### src/rtl/soc_bus_pkg.sv
// Shared bus definitions for the SoC data path: AXI response codes,
// bridge FSM states and default bus widths.
package soc_bus_pkg;

  localparam int unsigned DEF_ADDR_W = 32;
  localparam int unsigned DEF_DATA_W = 32;

  localparam logic [1:0] RESP_OKAY   = 2'b00;
  localparam logic [1:0] RESP_EXOKAY = 2'b01;
  localparam logic [1:0] RESP_SLVERR = 2'b10;
  localparam logic [1:0] RESP_DECERR = 2'b11;

  typedef enum logic [2:0] {
    IDLE    = 3'd0,
    WR      = 3'd1,
    WR_RESP = 3'd2,
    RD_ADDR = 3'd3,
    RD_DATA = 3'd4
  } bridge_state_t;

  // SLVERR and DECERR are reported to the core; OKAY and EXOKAY are not.
  function automatic logic resp_is_err(input logic [1:0] resp);
    return (resp == RESP_SLVERR) || (resp == RESP_DECERR);
  endfunction

endpackage

### src/rtl/obi_to_axil_bridge_if.sv
// OBI data port plus AXI4-Lite master channels seen by the bridge.
interface obi_to_axil_bridge_if
  import soc_bus_pkg::*;
#(
  parameter int unsigned ADDR_W = DEF_ADDR_W,
  parameter int unsigned DATA_W = DEF_DATA_W
);
  logic                  obi_req_i;
  logic                  obi_gnt_o;
  logic [ADDR_W-1:0]     obi_addr_i;
  logic                  obi_we_i;
  logic [DATA_W/8-1:0]   obi_be_i;
  logic [DATA_W-1:0]     obi_wdata_i;
  logic                  obi_rvalid_o;
  logic [DATA_W-1:0]     obi_rdata_o;
  logic                  obi_err_o;

  logic [ADDR_W-1:0]     m_awaddr;
  logic                  m_awvalid;
  logic                  m_awready;
  logic [DATA_W-1:0]     m_wdata;
  logic [DATA_W/8-1:0]   m_wstrb;
  logic                  m_wvalid;
  logic                  m_wready;
  logic [1:0]            m_bresp;
  logic                  m_bvalid;
  logic                  m_bready;
  logic [ADDR_W-1:0]     m_araddr;
  logic                  m_arvalid;
  logic                  m_arready;
  logic [DATA_W-1:0]     m_rdata;
  logic [1:0]            m_rresp;
  logic                  m_rvalid;
  logic                  m_rready;

  // Bridge view: OBI slave towards the core, AXI master towards memory.
  modport master (
    input  obi_req_i, obi_addr_i, obi_we_i, obi_be_i, obi_wdata_i,
    output obi_gnt_o, obi_rvalid_o, obi_rdata_o, obi_err_o,
    output m_awaddr, m_awvalid, m_wdata, m_wstrb, m_wvalid, m_bready,
    output m_araddr, m_arvalid, m_rready,
    input  m_awready, m_wready, m_bresp, m_bvalid,
    input  m_arready, m_rdata, m_rresp, m_rvalid
  );

  // Environment view: core plus AXI slave.
  modport slave (
    output obi_req_i, obi_addr_i, obi_we_i, obi_be_i, obi_wdata_i,
    input  obi_gnt_o, obi_rvalid_o, obi_rdata_o, obi_err_o,
    input  m_awaddr, m_awvalid, m_wdata, m_wstrb, m_wvalid, m_bready,
    input  m_araddr, m_arvalid, m_rready,
    output m_awready, m_wready, m_bresp, m_bvalid,
    output m_arready, m_rdata, m_rresp, m_rvalid
  );

endinterface

### src/rtl/obi_to_axil_bridge.sv
// cv32e40p data-side OBI to AXI4-Lite bridge; one AXI transaction in flight,
// write completions returned to the core as OBI rvalid pulses.
module obi_to_axil_bridge
  import soc_bus_pkg::*;
#(
  parameter int unsigned ADDR_W     = DEF_ADDR_W,
  parameter int unsigned DATA_W     = DEF_DATA_W,
  parameter bit          ALIGN_ADDR = 1'b1
) (
  input  logic                 clk,
  input  logic                 rst_n,
  obi_to_axil_bridge_if.master bus
);

  localparam int unsigned STRB_W = DATA_W / 8;

  bridge_state_t       state_r, state_nxt_s;
  logic [ADDR_W-1:0]   addr_r, addr_nxt_s;
  logic [STRB_W-1:0]   be_r, be_nxt_s;
  logic [DATA_W-1:0]   wdata_r, wdata_nxt_s;
  logic                awvalid_r, awvalid_nxt_s;
  logic                wvalid_r, wvalid_nxt_s;
  logic                bready_r, bready_nxt_s;
  logic                arvalid_r, arvalid_nxt_s;
  logic                rready_r, rready_nxt_s;
  logic                rvalid_r, rvalid_nxt_s;
  logic [DATA_W-1:0]   rdata_r, rdata_nxt_s;
  logic                err_r, err_nxt_s;
  logic                gnt_s;
  logic [ADDR_W-1:0]   axi_addr_s;

  assign gnt_s      = bus.obi_req_i && (state_r == IDLE);
  assign axi_addr_s = ALIGN_ADDR ? {addr_r[ADDR_W-1:2], 2'b00} : addr_r;

  assign bus.obi_gnt_o    = gnt_s;
  assign bus.obi_rvalid_o = rvalid_r;
  assign bus.obi_rdata_o  = rdata_r;
  assign bus.obi_err_o    = err_r;
  assign bus.m_awaddr     = axi_addr_s;
  assign bus.m_awvalid    = awvalid_r;
  assign bus.m_wdata      = wdata_r;
  assign bus.m_wstrb      = be_r;
  assign bus.m_wvalid     = wvalid_r;
  assign bus.m_bready     = bready_r;
  assign bus.m_araddr     = axi_addr_s;
  assign bus.m_arvalid    = arvalid_r;
  assign bus.m_rready     = rready_r;

  // Next-state and next-output logic; every register holds unless changed.
  always_comb begin
    state_nxt_s   = state_r;
    addr_nxt_s    = addr_r;
    be_nxt_s      = be_r;
    wdata_nxt_s   = wdata_r;
    awvalid_nxt_s = awvalid_r;
    wvalid_nxt_s  = wvalid_r;
    bready_nxt_s  = bready_r;
    arvalid_nxt_s = arvalid_r;
    rready_nxt_s  = rready_r;
    rvalid_nxt_s  = 1'b0;
    rdata_nxt_s   = rdata_r;
    err_nxt_s     = err_r;
    case (state_r)
      IDLE: begin
        if (gnt_s) begin
          addr_nxt_s  = bus.obi_addr_i;
          be_nxt_s    = bus.obi_be_i;
          wdata_nxt_s = bus.obi_wdata_i;
          if (bus.obi_we_i) begin
            state_nxt_s   = WR;
            awvalid_nxt_s = 1'b1;
            wvalid_nxt_s  = 1'b1;
          end else begin
            state_nxt_s   = RD_ADDR;
            arvalid_nxt_s = 1'b1;
          end
        end else begin
          state_nxt_s = IDLE;
        end
      end
      WR: begin
        // AW and W complete independently, in either order or together.
        if (awvalid_r && bus.m_awready) begin
          awvalid_nxt_s = 1'b0;
        end else begin
          awvalid_nxt_s = awvalid_r;
        end
        if (wvalid_r && bus.m_wready) begin
          wvalid_nxt_s = 1'b0;
        end else begin
          wvalid_nxt_s = wvalid_r;
        end
        if (!awvalid_nxt_s && !wvalid_nxt_s) begin
          state_nxt_s  = WR_RESP;
          bready_nxt_s = 1'b1;
        end else begin
          state_nxt_s = WR;
        end
      end
      WR_RESP: begin
        if (bus.m_bvalid && bready_r) begin
          state_nxt_s  = IDLE;
          bready_nxt_s = 1'b0;
          rvalid_nxt_s = 1'b1;
          rdata_nxt_s  = {DATA_W{1'b0}};
          err_nxt_s    = resp_is_err(bus.m_bresp);
        end else begin
          state_nxt_s = WR_RESP;
        end
      end
      RD_ADDR: begin
        if (bus.m_arready) begin
          state_nxt_s   = RD_DATA;
          arvalid_nxt_s = 1'b0;
          rready_nxt_s  = 1'b1;
        end else begin
          state_nxt_s = RD_ADDR;
        end
      end
      RD_DATA: begin
        if (bus.m_rvalid && rready_r) begin
          state_nxt_s  = IDLE;
          rready_nxt_s = 1'b0;
          rvalid_nxt_s = 1'b1;
          rdata_nxt_s  = bus.m_rdata;
          err_nxt_s    = resp_is_err(bus.m_rresp);
        end else begin
          state_nxt_s = RD_DATA;
        end
      end
      default: begin
        state_nxt_s   = IDLE;
        awvalid_nxt_s = 1'b0;
        wvalid_nxt_s  = 1'b0;
        bready_nxt_s  = 1'b0;
        arvalid_nxt_s = 1'b0;
        rready_nxt_s  = 1'b0;
      end
    endcase
  end

  // State and output registers with asynchronous clear.
  always_ff @(posedge clk or negedge rst_n) begin
    if (!rst_n) begin
      state_r   <= IDLE;
      addr_r    <= {ADDR_W{1'b0}};
      be_r      <= {STRB_W{1'b0}};
      wdata_r   <= {DATA_W{1'b0}};
      awvalid_r <= 1'b0;
      wvalid_r  <= 1'b0;
      bready_r  <= 1'b0;
      arvalid_r <= 1'b0;
      rready_r  <= 1'b0;
      rvalid_r  <= 1'b0;
      rdata_r   <= {DATA_W{1'b0}};
      err_r     <= 1'b0;
    end else begin
      state_r   <= state_nxt_s;
      addr_r    <= addr_nxt_s;
      be_r      <= be_nxt_s;
      wdata_r   <= wdata_nxt_s;
      awvalid_r <= awvalid_nxt_s;
      wvalid_r  <= wvalid_nxt_s;
      bready_r  <= bready_nxt_s;
      arvalid_r <= arvalid_nxt_s;
      rready_r  <= rready_nxt_s;
      rvalid_r  <= rvalid_nxt_s;
      rdata_r   <= rdata_nxt_s;
      err_r     <= err_nxt_s;
    end
  end

endmodule

### src/flat_wrapper.sv
// flat-port wrapper written by rule: the top's interface ports become plain ports
module obi_to_axil_bridge_flat import soc_bus_pkg::*;
#(
  parameter int unsigned ADDR_W     = DEF_ADDR_W,
  parameter int unsigned DATA_W     = DEF_DATA_W,
  parameter bit          ALIGN_ADDR = 1'b1
)
  (clk, rst_n, bus_obi_req_i, bus_obi_addr_i, bus_obi_we_i, bus_obi_be_i, bus_obi_wdata_i, bus_obi_gnt_o, bus_obi_rvalid_o, bus_obi_rdata_o, bus_obi_err_o, bus_m_awaddr, bus_m_awvalid, bus_m_wdata, bus_m_wstrb, bus_m_wvalid, bus_m_bready, bus_m_araddr, bus_m_arvalid, bus_m_rready, bus_m_awready, bus_m_wready, bus_m_bresp, bus_m_bvalid, bus_m_arready, bus_m_rdata, bus_m_rresp, bus_m_rvalid);
  obi_to_axil_bridge_if #(.ADDR_W(ADDR_W), .DATA_W(DATA_W)) bus_i ();
  input  logic clk;
  input  logic rst_n;
  input wire logic [$bits(bus_i.obi_req_i)-1:0] bus_obi_req_i;
  input wire logic [$bits(bus_i.obi_addr_i)-1:0] bus_obi_addr_i;
  input wire logic [$bits(bus_i.obi_we_i)-1:0] bus_obi_we_i;
  input wire logic [$bits(bus_i.obi_be_i)-1:0] bus_obi_be_i;
  input wire logic [$bits(bus_i.obi_wdata_i)-1:0] bus_obi_wdata_i;
  output wire logic [$bits(bus_i.obi_gnt_o)-1:0] bus_obi_gnt_o;
  output wire logic [$bits(bus_i.obi_rvalid_o)-1:0] bus_obi_rvalid_o;
  output wire logic [$bits(bus_i.obi_rdata_o)-1:0] bus_obi_rdata_o;
  output wire logic [$bits(bus_i.obi_err_o)-1:0] bus_obi_err_o;
  output wire logic [$bits(bus_i.m_awaddr)-1:0] bus_m_awaddr;
  output wire logic [$bits(bus_i.m_awvalid)-1:0] bus_m_awvalid;
  output wire logic [$bits(bus_i.m_wdata)-1:0] bus_m_wdata;
  output wire logic [$bits(bus_i.m_wstrb)-1:0] bus_m_wstrb;
  output wire logic [$bits(bus_i.m_wvalid)-1:0] bus_m_wvalid;
  output wire logic [$bits(bus_i.m_bready)-1:0] bus_m_bready;
  output wire logic [$bits(bus_i.m_araddr)-1:0] bus_m_araddr;
  output wire logic [$bits(bus_i.m_arvalid)-1:0] bus_m_arvalid;
  output wire logic [$bits(bus_i.m_rready)-1:0] bus_m_rready;
  input wire logic [$bits(bus_i.m_awready)-1:0] bus_m_awready;
  input wire logic [$bits(bus_i.m_wready)-1:0] bus_m_wready;
  input wire logic [$bits(bus_i.m_bresp)-1:0] bus_m_bresp;
  input wire logic [$bits(bus_i.m_bvalid)-1:0] bus_m_bvalid;
  input wire logic [$bits(bus_i.m_arready)-1:0] bus_m_arready;
  input wire logic [$bits(bus_i.m_rdata)-1:0] bus_m_rdata;
  input wire logic [$bits(bus_i.m_rresp)-1:0] bus_m_rresp;
  input wire logic [$bits(bus_i.m_rvalid)-1:0] bus_m_rvalid;
  assign bus_i.obi_req_i = bus_obi_req_i;
  assign bus_i.obi_addr_i = bus_obi_addr_i;
  assign bus_i.obi_we_i = bus_obi_we_i;
  assign bus_i.obi_be_i = bus_obi_be_i;
  assign bus_i.obi_wdata_i = bus_obi_wdata_i;
  assign bus_obi_gnt_o = bus_i.obi_gnt_o;
  assign bus_obi_rvalid_o = bus_i.obi_rvalid_o;
  assign bus_obi_rdata_o = bus_i.obi_rdata_o;
  assign bus_obi_err_o = bus_i.obi_err_o;
  assign bus_m_awaddr = bus_i.m_awaddr;
  assign bus_m_awvalid = bus_i.m_awvalid;
  assign bus_m_wdata = bus_i.m_wdata;
  assign bus_m_wstrb = bus_i.m_wstrb;
  assign bus_m_wvalid = bus_i.m_wvalid;
  assign bus_m_bready = bus_i.m_bready;
  assign bus_m_araddr = bus_i.m_araddr;
  assign bus_m_arvalid = bus_i.m_arvalid;
  assign bus_m_rready = bus_i.m_rready;
  assign bus_i.m_awready = bus_m_awready;
  assign bus_i.m_wready = bus_m_wready;
  assign bus_i.m_bresp = bus_m_bresp;
  assign bus_i.m_bvalid = bus_m_bvalid;
  assign bus_i.m_arready = bus_m_arready;
  assign bus_i.m_rdata = bus_m_rdata;
  assign bus_i.m_rresp = bus_m_rresp;
  assign bus_i.m_rvalid = bus_m_rvalid;
  obi_to_axil_bridge #(.ADDR_W(ADDR_W), .DATA_W(DATA_W), .ALIGN_ADDR(ALIGN_ADDR)) u_core (.clk(clk), .rst_n(rst_n), .bus(bus_i));
endmodule
### config.mk
export PLATFORM = sky130hd
export DESIGN_NAME = obi_to_axil_bridge_flat
export DESIGN_NICKNAME = d
export VERILOG_FILES = /design/src/rtl/soc_bus_pkg.sv /design/src/rtl/obi_to_axil_bridge_if.sv /design/src/rtl/obi_to_axil_bridge.sv /design/src/flat_wrapper.sv
export SDC_FILE = /design/constraint.sdc
export NUM_CORES = 1
export LEC_CHECK = 0
export CORE_ASPECT_RATIO = 1.4
export CORE_MARGIN = 2
export CORE_UTILIZATION = 40
export DETAILED_ROUTE_END_ITERATION = 8
export DONT_BUFFER_PORTS = 1
export PLACE_DENSITY = 0.5
export SYNTH_ARGS = -nofsm -noshare
export SYNTH_HDL_FRONTEND = slang
export SYNTH_SLANG_ARGS = --single-unit
### constraint.sdc
create_clock -name clk -period 2 [get_ports clk]
set_clock_uncertainty 0.1 [all_clocks]
set_input_delay 0.4 -clock clk [delete_from_list [all_inputs] [get_ports clk]]
set_output_delay 0.4 -clock clk [all_outputs]
set_load 0.1 [all_outputs]
==> impl_metrics.toml, run 1 <==
[timing]
setup_slack_ns = -0.05706
hold_ws_ns = -0.3579
period_needed_ns = 2.057
fin_crit_sh_pct = 102.9
fmax_mhz = 486.1
maxSlewHeadroom_pct = 38.62
worst_slew_pin_slew_ns = 0.9206
finalSetupViolCount = 1
slew_viol_final = 0
rsz0062_at_grt = "yes"
finalHoldViolCount = 108

[logic_synthesis]
yosysSeqAreaShare_pct = 56.75
synth_warnings = 0
synthDistinctLibCells = 31
synth_area_mm2 = 0.004762
ys_seq_elements = 108
syn_area_per_cell_um2 = 9.411
synth_cells = 506

[outcome]
outcome = "complete, but fails checks"
violations = "hold timing, setup timing"

[global_route]
grt-ovfl-total = 0
antenna_found_initial = 0
grt_pass1_vias = 3371
groute.usage.overall_pct = 16.92
grt_pass1_wl_mm = 16.67
grt_max_degree = 109

[clocking]
clk_pin_slew_ns = 0.07
clkLatencyLatePin_ns = 0.34
cts.sinks = 108
cts-htree-levels = 3
clk_path_buf_depth = 2
cts_tree = "yes"
cts-root-buf = "clkbuf_16"
cts_buffers = 9

[setup_path]
arrival_ns = 1.56
endpoint_kind = "output port"
cp-start-kind = "register"
path_class = "register to output port"
worstPathRequired_ns = 1.50
critPathMaxFanout = 7

[placement]
postPlaceCellArea_mm2 = 0.005832
gp_congestion = 0.7574
io_buffer_count = 0
dp_hpwl_mm = 7.826

[worst_hold_path]
hp-class = "input port to asynchronous set/reset pin"

[route]
drt-initial-drc-count = 105
vias = 3386
final_antenna_net_count = 0
via_per_inst = 4.607
dr.pass1.iters = 4
wirelength_mm = 10.87
drc = 0
wl_per_cell_um = 14.79

[floorplan]
core_mm2 = 0.01170
dieArea_mm2 = 0.01281
rows = 47
io-pin-count = 253
chipHeight_um = 133.1
fp.dieW_um = 96.22
start_util_pct = 40.69

[run]
cap_violations = 0

[finish]
nFillCells = 1072
drive_gt1_share_pct = 29.93
diodes = 0
area_growth_pct = 29.53
nets = 696
fin_area_mm2 = 0.006168
[Yosys cell counts]
library cell | number | area, um^2
buf_4 | 35 | 262.8
a31oi_1 | 2 | 12.51
dfrtp_1 | 108 | 2703
inv_1 | 36 | 135.1
or3b_2 | 1 | 8.760
o21ai_0 | 6 | 30.03
and3b_1 | 1 | 8.760
a21oi_2 | 1 | 8.760
nand2_1 | 237 | 889.6
mux2_2 | 2 | 22.52
a211o_1 | 2 | 17.52
o221ai_1 | 1 | 8.760
or4b_1 | 1 | 10.01
nor2b_1 | 1 | 6.260
nor3b_2 | 1 | 12.51
o22ai_2 | 1 | 12.51
nand2b_1 | 5 | 31.28
conb_1 | 1 | 3.750
a221oi_2 | 1 | 15.01
mux2i_1 | 32 | 320.3
clkbuf_1 | 6 | 22.52
buf_2 | 7 | 35.03
clkinv_2 | 1 | 5.000
a21o_1 | 1 | 7.510
a21oi_1 | 1 | 5.000
o31ai_1 | 1 | 7.510
nand3_1 | 1 | 5.000
buf_12 | 3 | 60.06
buf_6 | 7 | 78.83
or3b_1 | 1 | 8.760
nor2_1 | 2 | 7.510
[metal layers]
layer | track usage (%) | share of wire, % | routed length [um]
met1 | 20.07 | 38 | 4155
met2 | 29.17 | 53 | 5718
met3 | 4.186 | 7.7 | 833
met4 | 6.111 | 1.5 | 165
met5 | 0 | 0 | 0
[worst max-delay path: stages, from the launching register on]
cell,delay (ns)
dfrtp_1,0.38
or4b_4,0.56
clkinv_4,0.07
buf_12,0.18
[metrics by stage]
step / TNS [ns] / std cells / setup slack, ns / hold slack [ns] / util (%)
floorplan: 0 / 509 / 0.01230 / 0.004409 / -
global placement: 0 / 717 / 0.09147 / 0.006739 / 49.83
detailed placement: 0 / 717 / 0.04278 / 0.007538 / 49.83
CTS: -0.07697 / 735 / -0.07697 / -0.3715 / 52.71
global route: -0.08890 / 735 / -0.08890 / -0.3772 / 52.71
finish: -0.05706 / 735 / -0.05706 / -0.3579 / 52.71
[registers in the layout, indices dropped and copies added, names as in the netlist]
register and flops:
u_core.bus.m_arvalid 1, u_core.bus.obi_rdata_o 32, u_core.addr_r 30, u_core.bus.m_wdata 32, u_core.bus.m_wstrb 4, u_core.bus.obi_err_o 1, u_core.bus.m_bready 1, u_core.state_r 3
u_core.bus.m_awvalid 1, u_core.bus.m_rready 1, u_core.bus.obi_rvalid_o 1, u_core.bus.m_wvalid 1
[cells in the final DEF (no fill, tap or decap), drive strengths merged]
cell      Yosys  routed
nor2b         1       1
bufbuf        0       1
or4b          1       1
inv          36      37
buf          52     120
or3b          2       2
nor3b         1       1
clkinv        1       2
o21ai         6       6
mux2i        32      32
conb          1       4
nand2b        5       5
nor2          2       2
o31ai         1       1
a221oi        1       1
o22ai         1       1
a21oi         2       2
a21o          1       1
nand2       237     237
o221ai        1       1
a211o         2       2
a31oi         2       2
and3b         1       1
clkinvlp      0       2
clkbuf        6      12
mux2          2       2
nand3         1       1
dfrtp       108     108
[final timing paths]
kind                       slack [ns]                       from  depth (start not counted)                         end
setup / recovery                -0.06          u_core.state_r[1]                          3               bus_obi_gnt_o
hold / removal                  -0.36                      rst_n                          0  u_core.bus.obi_rdata_o[12]
setup reg to reg                 0.10          u_core.state_r[0]                          5   u_core.bus.obi_rdata_o[6]
hold reg to reg                  0.42  u_core.bus.obi_rdata_o[9]                          2   u_core.bus.obi_rdata_o[9]
max in group asynchronous        1.99                      rst_n                          0           u_core.addr_r[30]
min in group clk                 0.06        bus_obi_wdata_i[14]                          2      u_core.bus.m_wdata[14]
[timing repair]
| action | CTS | global route |
|---|---|---|
| pin swaps | 1 | 0 |
| setup endpoints to repair | 1 | 1 |
| buffers inserted | 1 | 0 |
| resized for setup | 2 | 0 |
| gates cloned | 1 | 0 |
| hold endpoints to repair | 108 | 108 |
[cells by family (layout without fill, tap and decap cells)]
group / after synthesis / count (layout) / synth area share (%)
and+or+nand+nor: 251 / 251 / 20.76
buffers and inverters: 95 / 174 / 12.59
other: 1 / 4 / 0.07875
AOI/OAI and AO/OA: 17 / 17 / 2.627
muxes: 34 / 34 / 7.199
DFF: 108 / 108 / 56.75
[final cells by class]
cell class	count	area, um^2	share of cell area, %
clock buffer	12	256.5	4.158
inverter	37	143.9	2.333
tap	147	183.9	2.982
clock inverter	4	32.53	0.5274
multi-input combinational	306	1489	24.14
timing repair buffer	121	1321	21.42
sequential	108	2741	44.44
Power of run 1 is left out: the tool's default activity adds up to more than one toggle a clock period on the data nets, which glitch-free logic cannot reach.
==> run 2, diff against run 1 <==
--- a/config.mk
+++ b/config.mk
@@ -5,6 +5,7 @@
 export SDC_FILE = /design/constraint.sdc
 export NUM_CORES = 1
 export LEC_CHECK = 0
+export CAP_MARGIN = 20
 export CORE_ASPECT_RATIO = 1.4
 export CORE_MARGIN = 2
 export CORE_UTILIZATION = 40
==> results of run 2 <==
No change in the layout: final DEF, timing and power equal those of run 1.
Power of run 2 is left out for the same reason.
==> run 3, diff against run 2 <==
--- a/config.mk
+++ b/config.mk
@@ -15,3 +15,4 @@
 export SYNTH_ARGS = -nofsm -noshare
 export SYNTH_HDL_FRONTEND = slang
 export SYNTH_SLANG_ARGS = --single-unit
+export TNS_END_PERCENT = 50
==> run 3 against run 2 <==
Against the previous run: the run still ends with hold timing, setup timing left; via count increased by 0.80%; sequential share of layout area down 0.53 points; setup slack better by 0.013 ns; count of clock-buffer cells in the layout fell by 3; critical path depth unchanged; fmax rose by 0.63%; routed wire length rose by 2.8%; critical path type unchanged.
==> impl_metrics.toml, run 3 (synthesized netlist as in run 1, its figures left out) <==
[timing]
fmax_mhz = 489.2
worst_slew_pin_slew_ns = 0.9272
hold_ws_ns = -0.3641
period_needed_ns = 2.044
rsz0062_at_grt = "yes"
finalSetupViolCount = 1
maxSlewHeadroom_pct = 38.19
finalHoldViolCount = 108
slew_viol_final = 0
fin_crit_sh_pct = 102.2
setup_slack_ns = -0.04416

[setup_path]
crit_slowest_cell = "or4b_4"
path_cells = "or4b_4, clkinv_4, buf_12"
crit_family = "simple AND/OR/NAND/NOR gates"
critPathMaxFanout = 6
endpoint_kind = "output port"
path_class = "register to output port"
cp-start-kind = "register"
arrival_ns = 1.54
worst-path-buf-inv = 2
worstPathRequired_ns = 1.50
critPathMaxStageDelay_ns = 0.56

[finish]
fin_area_mm2 = 0.006240
utilization_pct = 53.32
final_cells = 737
nets = 698
nFillCells = 1075
final_cell_mix = "nand2_1, buf_4, dfrtp_1, inv_1, buf_12"
layout_commonest_cell = "nand2_1"
area_growth_pct = 31.03
diodes = 0
drive_gt1_share_pct = 30.51

[clocking]
clk_pin_slew_ns = 0.08
clk_path_buf_depth = 2
clkLatencyLatePin_ns = 0.34
cts-root-buf = "clkbuf_16"
cts_buffers = 9
cts.sinks = 108
cts-htree-levels = 3
cts_tree = "yes"

[worst_hold_path]
hp-class = "input port to asynchronous set/reset pin"

[outcome]
violations = "hold timing, setup timing"
outcome = "complete, but fails checks"

[global_route]
groute.usage.overall_pct = 17.16
antenna_found_initial = 0
grt_pass1_vias = 3429
grt-ovfl-total = 0
grt_pass1_wl_mm = 17.02
grt_max_degree = 109

[route]
drt-initial-drc-count = 101
final_antenna_net_count = 0
vias = 3413
via_per_inst = 4.631
wl_per_cell_um = 15.17
wirelength_mm = 11.18
dr.pass1.iters = 4
drc = 0

[floorplan]
chipHeight_um = 133.1
rows = 47
core_mm2 = 0.01170
dieArea_mm2 = 0.01281
start_util_pct = 40.69
fp.dieW_um = 96.22
io-pin-count = 253

[placement]
gp_congestion = 0.7819
io_buffer_count = 0
dp_hpwl_mm = 7.890
dp_cells = 716
postPlaceCellArea_mm2 = 0.005836

[run]
cap_violations = 0
run 3: what timing repair did:
item,in CTS,in global routing
cloned,0,2
endpoints found under the hold margin,108,108
pin swaps,1,2
gates resized for setup,3,3
buffers inserted,2,1
setup endpoints to repair,1,24
run 3: layout make-up:
type                    instances  area, um^2  area share (%)
flip-flops and latches        108        2740           43.91
clock buffers                   9       225.2           3.609
well taps                     147       183.9           2.948
inverters                      37       143.9           2.306
multi-input cells             306        1498           24.00
clock inverters                 7       73.82           1.183
repair buffers                123        1375           22.04
run 3: worst paths after layout:
kind                       slack, ns  cells after the start                  start                    endpoint
setup / recovery               -0.04                      3      u_core.state_r[0]               bus_obi_gnt_o
hold / removal                 -0.36                      0                  rst_n   u_core.bus.obi_rdata_o[2]
setup reg to reg                0.07                      7      u_core.state_r[1]  u_core.bus.obi_rdata_o[17]
hold reg to reg                 0.38                      2  u_core.bus.m_wdata[0]       u_core.bus.m_wdata[0]
max in group asynchronous       1.94                      0                  rst_n            u_core.addr_r[5]
min in group clk                0.05                      2    bus_obi_wdata_i[17]      u_core.bus.m_wdata[17]
run 3: routing by layer:
metal,share of wire [%],track usage [%],vias up
met4,2.2,5.952,0
met3,8.6,5.713,18
li1,-,-,1667
met5,0,0,-
met1,38,20.07,1576
met2,51,28.97,152
run 3: metrics by stage:
| step | setup TNS (ns) | setup WS, ns |
|---|---|---|
| CTS | -0.07955 | -0.06819 |
| finish | -0.04416 | -0.04416 |
| global route | -0.1057 | -0.1057 |
| global placement | 0 | 0.1072 |
| floorplan | -0.02576 | -0.02576 |
| detailed placement | 0 | 0.05533 |
Power of run 3 is left out for the same reason.
